**src/rtl/alu_share_if.sv**
```systemverilog
// alu_share_if: request/response bundle between the two ALU requesters,
// the shared-ALU arbiter and the result consumer.
//   req0_*  : execute-stage requester (valid/ready, operands, op, set_cc)
//   req1_*  : auxiliary requester (valid/ready, operands, op)
//   rsp_*   : registered result with valid/ready handshake and owner id
// master modport: requester/consumer side. slave modport: arbiter side.
interface alu_share_if;
   logic        req0_valid;
   logic        req0_ready;
   logic [63:0] req0_a;
   logic [63:0] req0_b;
   logic [1:0]  req0_op;
   logic        req0_set_cc;

   logic        req1_valid;
   logic        req1_ready;
   logic [63:0] req1_a;
   logic [63:0] req1_b;
   logic [1:0]  req1_op;

   logic        rsp_valid;
   logic        rsp_ready;
   logic        rsp_id;
   logic [63:0] rsp_result;
   logic        rsp_overflow;

   modport master (
      output req0_valid, req0_a, req0_b, req0_op, req0_set_cc,
      output req1_valid, req1_a, req1_b, req1_op,
      output rsp_ready,
      input  req0_ready, req1_ready,
      input  rsp_valid, rsp_id, rsp_result, rsp_overflow
   );

   modport slave (
      input  req0_valid, req0_a, req0_b, req0_op, req0_set_cc,
      input  req1_valid, req1_a, req1_b, req1_op,
      input  rsp_ready,
      output req0_ready, req1_ready,
      output rsp_valid, rsp_id, rsp_result, rsp_overflow
   );
endinterface

```
**src/rtl/alu_share_arbiter.sv**
```systemverilog
// alu_share_arbiter: round-robin sharing of the 64-bit execute ALU
// (op 00 add, 01 sub, 10 and, 11 xor) between two requesters, with
// registered operands and a registered valid/ready result.
// Ports:
//   clk, rst      : clock, synchronous active-high reset
//   bus (slave)   : requester 0/1 handshakes and the response channel
//   cc_zf/sf/of   : architectural condition codes
//   perf_busy     : saturating count of cycles spent in EXEC or RESP
// Build option: define ALU_SHARE_CC_EN to include the condition-code
// register; without it cc_* are tied low and req0_set_cc is ignored.
//
// state | meaning
// IDLE  | waiting for a request; ready driven for the granted requester
// EXEC  | ALU evaluates latched operands; result captured at exit
// RESP  | result held on rsp_* until the consumer takes it
module alu_share_arbiter #(
   parameter int PERF_W      = 16,
   parameter bit CC_RESET_ZF = 1'b1
) (
   input  logic              clk,
   input  logic              rst,
   alu_share_if.slave        bus,
   output logic              cc_zf,
   output logic              cc_sf,
   output logic              cc_of,
   output logic [PERF_W-1:0] perf_busy
);
   typedef enum logic [1:0] {S_IDLE, S_EXEC, S_RESP} state_t;

   localparam logic [PERF_W-1:0] PERF_ONE = 1;

   state_t      state, state_nxt;
   logic        accept;
   logic        gnt_id;
   logic        last_grant;
   logic [63:0] a_q, b_q;
   logic [1:0]  op_q;
   logic        id_q;
   logic [63:0] alu_res;
   logic        alu_ovf;
   logic        rsp_valid_q, rsp_id_q, rsp_ovf_q;
   logic [63:0] rsp_result_q;

   // On a tie the requester that did not win last time gets the grant.
   always_comb begin
      gnt_id = 1'b0;
      if (bus.req0_valid && bus.req1_valid)
         gnt_id = ~last_grant;
      else if (bus.req1_valid)
         gnt_id = 1'b1;
   end

   always_comb begin
      state_nxt = state;
      accept    = 1'b0;
      case (state)
         S_IDLE: begin
            if (bus.req0_valid || bus.req1_valid) begin
               accept    = 1'b1;
               state_nxt = S_EXEC;
            end
         end
         S_EXEC:  state_nxt = S_RESP;
         S_RESP:  if (bus.rsp_ready) state_nxt = S_IDLE;
         default: state_nxt = S_IDLE;
      endcase
   end

   assign bus.req0_ready = accept & ~gnt_id;
   assign bus.req1_ready = accept &  gnt_id;

   // Signed overflow: operands of matching (add) / differing (sub) sign
   // producing a result whose sign differs from operand A.
   always_comb begin
      alu_res = '0;
      alu_ovf = 1'b0;
      case (op_q)
         2'b00: begin
            alu_res = a_q + b_q;
            alu_ovf = (a_q[63] == b_q[63]) && (alu_res[63] != a_q[63]);
         end
         2'b01: begin
            alu_res = a_q - b_q;
            alu_ovf = (a_q[63] != b_q[63]) && (alu_res[63] != a_q[63]);
         end
         2'b10:   alu_res = a_q & b_q;
         default: alu_res = a_q ^ b_q;
      endcase
   end

   always_ff @(posedge clk) begin
      if (rst) begin
         state        <= S_IDLE;
         last_grant   <= 1'b1;
         a_q          <= '0;
         b_q          <= '0;
         op_q         <= 2'b00;
         id_q         <= 1'b0;
         rsp_valid_q  <= 1'b0;
         rsp_id_q     <= 1'b0;
         rsp_result_q <= '0;
         rsp_ovf_q    <= 1'b0;
         perf_busy    <= '0;
      end else begin
         state <= state_nxt;
         if (accept) begin
            a_q        <= gnt_id ? bus.req1_a  : bus.req0_a;
            b_q        <= gnt_id ? bus.req1_b  : bus.req0_b;
            op_q       <= gnt_id ? bus.req1_op : bus.req0_op;
            id_q       <= gnt_id;
            last_grant <= gnt_id;
         end
         if (state == S_EXEC) begin
            rsp_valid_q  <= 1'b1;
            rsp_id_q     <= id_q;
            rsp_result_q <= alu_res;
            rsp_ovf_q    <= alu_ovf;
         end else if (state == S_RESP && bus.rsp_ready) begin
            rsp_valid_q <= 1'b0;
         end
         if (state != S_IDLE && perf_busy != '1)
            perf_busy <= perf_busy + PERF_ONE;
      end
   end

   assign bus.rsp_valid    = rsp_valid_q;
   assign bus.rsp_id       = rsp_id_q;
   assign bus.rsp_result   = rsp_result_q;
   assign bus.rsp_overflow = rsp_ovf_q;

`ifdef ALU_SHARE_CC_EN
   logic set_cc_q;

   always_ff @(posedge clk) begin
      if (rst) begin
         set_cc_q <= 1'b0;
         cc_zf    <= CC_RESET_ZF;
         cc_sf    <= 1'b0;
         cc_of    <= 1'b0;
      end else begin
         if (accept)
            set_cc_q <= ~gnt_id & bus.req0_set_cc;
         if (state == S_EXEC && set_cc_q) begin
            cc_zf <= (alu_res == 64'd0);
            cc_sf <= alu_res[63];
            cc_of <= alu_ovf;
         end
      end
   end
`else
   localparam bit unused_cc_reset_zf = CC_RESET_ZF;
   logic unused_set_cc;
   assign unused_set_cc = bus.req0_set_cc;
   assign cc_zf = 1'b0;
   assign cc_sf = 1'b0;
   assign cc_of = 1'b0;
`endif
endmodule

```
**src/flat_wrapper.sv**
```systemverilog
// flat-port wrapper written by rule: the top's interface ports become plain ports
module alu_share_arbiter_flat 
#(
   parameter int PERF_W      = 16,
   parameter bit CC_RESET_ZF = 1'b1
)
  (clk, rst, cc_zf, cc_sf, cc_of, perf_busy, bus_req0_valid, bus_req0_a, bus_req0_b, bus_req0_op, bus_req0_set_cc, bus_req1_valid, bus_req1_a, bus_req1_b, bus_req1_op, bus_rsp_ready, bus_req0_ready, bus_req1_ready, bus_rsp_valid, bus_rsp_id, bus_rsp_result, bus_rsp_overflow);
  alu_share_if bus_i ();
  input  logic clk;
  input  logic rst;
  output logic cc_zf;
  output logic cc_sf;
  output logic cc_of;
  output logic [PERF_W-1:0] perf_busy;
  input wire logic [$bits(bus_i.req0_valid)-1:0] bus_req0_valid;
  input wire logic [$bits(bus_i.req0_a)-1:0] bus_req0_a;
  input wire logic [$bits(bus_i.req0_b)-1:0] bus_req0_b;
  input wire logic [$bits(bus_i.req0_op)-1:0] bus_req0_op;
  input wire logic [$bits(bus_i.req0_set_cc)-1:0] bus_req0_set_cc;
  input wire logic [$bits(bus_i.req1_valid)-1:0] bus_req1_valid;
  input wire logic [$bits(bus_i.req1_a)-1:0] bus_req1_a;
  input wire logic [$bits(bus_i.req1_b)-1:0] bus_req1_b;
  input wire logic [$bits(bus_i.req1_op)-1:0] bus_req1_op;
  input wire logic [$bits(bus_i.rsp_ready)-1:0] bus_rsp_ready;
  output wire logic [$bits(bus_i.req0_ready)-1:0] bus_req0_ready;
  output wire logic [$bits(bus_i.req1_ready)-1:0] bus_req1_ready;
  output wire logic [$bits(bus_i.rsp_valid)-1:0] bus_rsp_valid;
  output wire logic [$bits(bus_i.rsp_id)-1:0] bus_rsp_id;
  output wire logic [$bits(bus_i.rsp_result)-1:0] bus_rsp_result;
  output wire logic [$bits(bus_i.rsp_overflow)-1:0] bus_rsp_overflow;
  assign bus_i.req0_valid = bus_req0_valid;
  assign bus_i.req0_a = bus_req0_a;
  assign bus_i.req0_b = bus_req0_b;
  assign bus_i.req0_op = bus_req0_op;
  assign bus_i.req0_set_cc = bus_req0_set_cc;
  assign bus_i.req1_valid = bus_req1_valid;
  assign bus_i.req1_a = bus_req1_a;
  assign bus_i.req1_b = bus_req1_b;
  assign bus_i.req1_op = bus_req1_op;
  assign bus_i.rsp_ready = bus_rsp_ready;
  assign bus_req0_ready = bus_i.req0_ready;
  assign bus_req1_ready = bus_i.req1_ready;
  assign bus_rsp_valid = bus_i.rsp_valid;
  assign bus_rsp_id = bus_i.rsp_id;
  assign bus_rsp_result = bus_i.rsp_result;
  assign bus_rsp_overflow = bus_i.rsp_overflow;
  alu_share_arbiter #(.PERF_W(PERF_W), .CC_RESET_ZF(CC_RESET_ZF)) u_core (.clk(clk), .rst(rst), .bus(bus_i), .cc_zf(cc_zf), .cc_sf(cc_sf), .cc_of(cc_of), .perf_busy(perf_busy));
endmodule
```
**config.mk**
```make
export PLATFORM = sky130hd
export DESIGN_NAME = alu_share_arbiter_flat
export DESIGN_NICKNAME = d
export VERILOG_FILES = /design/src/rtl/alu_share_if.sv /design/src/rtl/alu_share_arbiter.sv /design/src/flat_wrapper.sv
export SDC_FILE = /design/constraint.sdc
export NUM_CORES = 1
export LEC_CHECK = 0
export ABC_AREA = 1
export CAP_MARGIN = 0
export CORE_MARGIN = 2
export CORE_UTILIZATION = 56
export CTS_CLUSTER_DIAMETER = 60
export CTS_CLUSTER_SIZE = 14
export DETAILED_ROUTE_END_ITERATION = 7
export HOLD_SLACK_MARGIN = 0.06
export PLACE_DENSITY_LB_ADDON = 0.05
export SYNTH_ARGS = -nofsm -noshare
export SYNTH_HDL_FRONTEND = slang
export SYNTH_SLANG_ARGS = --single-unit
```
**constraint.sdc**
```tcl
create_clock -name clk -period 2.9 [get_ports clk]
set_input_delay 0.725 -clock clk [delete_from_list [all_inputs] [get_ports clk]]
set_output_delay 0.725 -clock clk [all_outputs]
set_load 0.01 [all_outputs]
```
==> summary.md <==
| Metric | Value |
|---|---|
| Reg2Reg Setup Slack | `0.1 ns` |
| Syn Area/Cell | `5.541 um^2` |
| Worst setup margin | `0.09652 ns` |
| Vias in the first global route | `24,970` |
| Fill cells | `3,681` |
| Crit path max fanout | `4` |
| Final Cycle Share | `0.9667` |
| Worst setup path category | `flip-flop to flip-flop` |
| WP data required | `3.30 ns` |
| Site row count | `73` |
| Largest net degree at the start of global routing | `130` |
| RD Place Congestion | `1.068` |
| CTS Buf Count | `20` |
| Most frequent cells in the layout | `nand2_1, inv_1, clkdlybuf4s50_1, nand3_1, nor2_1` |
| Clk slew on worst S/H paths | `0.06 ns` |
| Violated checks | `DRC` |
| Clk_skew | `0.009089 ns` |
| Die Footprint | `41,970 um^2` |
| Tmin final | `2.803 ns` |
| Detailed placer's ending HPWL | `78.39 mm` |
| 1st-iter DRT viols | `3,308` |
| Antenna Nets Post-Route | `0` |
| Peak Freq | `356.7 MHz` |
| Root Driver | `clkbuf_16` |
| Setup crit start kind | `flip-flop` |
| Area Overhead vs Synth | `21.09%` |
| Outcome | `complete, but fails checks` |
| # port buffers | `349` |
| Area occupied by registers | `4345 um^2` |
| Most common cell after layout, fill and taps aside | `nand2_1` |
| Max-cap violations | `0` |
| Overall routing resource usage | `0.4394` |
| Most used cell, CP | `nand3_1` |
| Synth Cell Area | `22,600 um^2` |
| 1st-pass router iterations | `8` |
| I/O pin count | `354` |
| Worst-Margin Slew | `0.7416 ns` |
| Multi-input logic area | `14,620 um^2` |
| Slowest CP cell | `fa_1` |
| Synth cell types | `43` |
| Share of post-route cells with drive strength above 1 | `0.09369` |
| Crit. End Element | `flip-flop` |
| Final Hold Fails | `0` |
| Initial antenna violation count | `2` |
| First-pass GRT wire length | `140.1 mm` |
| Wire length per cell | `19.31 um` |
| Clk Latency, worst-skew pair | `0.54 ns` |
| P_leak | `13.57 nW` |
| Setup violations, final | `0` |
| Die width | `204.9 um` |
| Total routed wirelength | `94.87 mm` |
| DRC | `1` |
| Slew Limit Fails | `0` |
| Critical Path AT | `3.20 ns` |
| CP max stage delay | `0.42 ns` |
| Grt total ovfl | `0` |
| H-tree levels | `1` |
| Starting density of the core | `0.5674` |
| Vias/cell | `5.623` |
| CTS Hold Buffers Added | `0` |
| Crit-path leading delay family | `simple AND/OR/NAND/NOR gates` |
| Synth warnings | `0` |
| Hold Crit Class | `flip-flop to flip-flop` |
| Via Count | `27,630` |
| Crit path cell chain | `ha_1, fa_1, inv_1, nand2_1, o21ai_4, nand3_1, nand3_1, nand2_1, nand2_1, a21oi_1, o21ai_1, nand3_1, nand3_1, a21oi_1` |
| CTS tree | `yes` |
| Post-Syn Instances | `4,078` |
| Die H | `204.9 um` |
| Post-synthesis sequential area ratio | `0.1923` |
| Slew margin rel. | `0.5050` |
| RSZ-0062 raised after global routing | `no` |
| Peak supply drop | `0.4030 mV` |
| Nets | `4,777` |
| Clk sinks | `217` |
| Pre-CTS WS | `-0.07304 ns` |
| #FFs+latches synth | `217` |
| CP Buf/Inv Count | `1` |
| Area of the core | `39,820 um^2` |
| Max clock buf depth | `3` |
| Utilization after layout | `0.6871` |
| PwrDens | `496.7 nW/um^2` |
## power breakdown
group          leakage (nW)  internal [mW]  switching (mW)  total (mW)
logic                  11.5           2.46            4.95        7.40
clock network         0.305           1.50            1.18        2.68
registers              1.78           3.26           0.243        3.51
## metrics by stage
stage	hold slack, ns	TNS (ns)	total power [mW]	std cells	cell area (um^2)
6_report	0.4617	0	13.59	4913	27360
3_5_place_dp	0.4535	-0.1285	10.55	4884	26630
5_1_grt	0.4788	0	14.27	4913	27360
3_3_place_gp	0.4449	-0.1129	10.44	4884	26630
4_1_cts	0.4631	0	13.20	4912	27250
2_1_floorplan	0.4430	0	8.111	4080	22600
## routing by layer
layer / routed length, um / global-route usage / vias to the layer above / share of wire
li1: - / - / 13260 / -
met5: 0 / 0 / - / 0
met1: 38300 / 0.6034 / 12370 / 0.40
met3: 13630 / 0.1238 / 201 / 0.14
met2: 39070 / 0.6514 / 1800 / 0.41
met4: 3874 / 0.1614 / 0 / 0.041
## cells by family (layout without fill, tap and decap cells)
logic type | count (synthesis) | after routing | share of synthesized area
compound gates | 530 | 530 | 0.1367
xor+xnor | 3 | 3 | 0.001163
fa+ha+maj | 130 | 130 | 0.07265
buf+inv | 918 | 1225 | 0.1678
flops | 217 | 217 | 0.1923
other cells | 1 | 4 | 0.0001660
simple gates | 2279 | 2279 | 0.4293
## registers in the layout (all words and copies together), names as in the netlist
signal / flops
u_core.op_q: 2
u_core.last_grant: 1
u_core.bus.rsp_overflow: 1
u_core.a_q: 64
u_core.b_q: 64
u_core.bus.rsp_id: 1
u_core.perf_busy: 16
u_core.id_q: 1
u_core.bus.rsp_valid: 1
u_core.bus.rsp_result: 64
u_core.state: 2
## path summary, 6_finish.rpt
path | startpoint | end | cells after the start
worst max-delay path | u_core.b_q[0]$_SDFFE_PP0P_ | u_core.bus.rsp_result[28]$_SDFFE_PP0P_ | 14
worst min-delay path | u_core.bus.rsp_result[36]$_SDFFE_PP0P_ | u_core.bus.rsp_result[36]$_SDFFE_PP0P_ | 2
worst max register to register | u_core.b_q[0]$_SDFFE_PP0P_ | u_core.bus.rsp_result[28]$_SDFFE_PP0P_ | 14
worst min register to register | u_core.bus.rsp_result[36]$_SDFFE_PP0P_ | u_core.bus.rsp_result[36]$_SDFFE_PP0P_ | 2
## worst min-delay path, stage by stage, from the launching register on
cell and delay, ns:
dfxtp_1 0.31, nand2_1 0.06, a21oi_1 0.05
## synth_stat cells, drive strengths merged
| master | number | area (um^2) |
|---|---|---|
| nor2 | 357 | 1675 |
| a21oi | 204 | 1074 |
| o21ai | 152 | 764.5 |
| a221oi | 35 | 306.5 |
| a31oi | 100 | 625.6 |
| o21bai | 12 | 90.09 |
| and3 | 2 | 12.51 |
| o41ai | 1 | 8.760 |
| or2 | 1 | 6.260 |
| and2 | 4 | 25.02 |
| dfxtp | 217 | 4344 |
| nand2 | 1554 | 5936 |
| inv | 742 | 2785 |
| ha | 128 | 1602 |
| xor2 | 3 | 26.28 |
| nor3 | 32 | 235.2 |
| clkinv | 8 | 30.03 |
| buf | 88 | 671.9 |
| o2111ai | 20 | 175.2 |
| nand3b | 5 | 41.29 |
| conb | 1 | 3.750 |
| nand4 | 31 | 193.9 |
| a211oi | 1 | 7.510 |
| nand3 | 291 | 1559 |
| clkbuf | 80 | 304.0 |
| o211ai | 5 | 37.54 |
| fa | 2 | 40.04 |
| nor3b | 2 | 15.01 |
## area by class of cell
cell class	instances	share of cell area
Clock inverter	4	0.002698
Multi-Input combinational cell	2945	0.5343
Clock buffer	24	0.01998
Sequential cell	217	0.1588
Inverter	750	0.1029
Timing Repair Buffer	447	0.1573
Antenna cell	1	0.00009146
Tap cell	525	0.02401
## repair_timing
| action | CTS | global route |
|---|---|---|
| resized for setup | 2 | 39 |
| cloned | 0 | 0 |
| buffers inserted | 0 | 0 |
| endpoints found under the setup margin | 2 | 38 |
| pin swaps | 2 | 0 |
No activity file was read; power rests on OpenSTA's default activity.
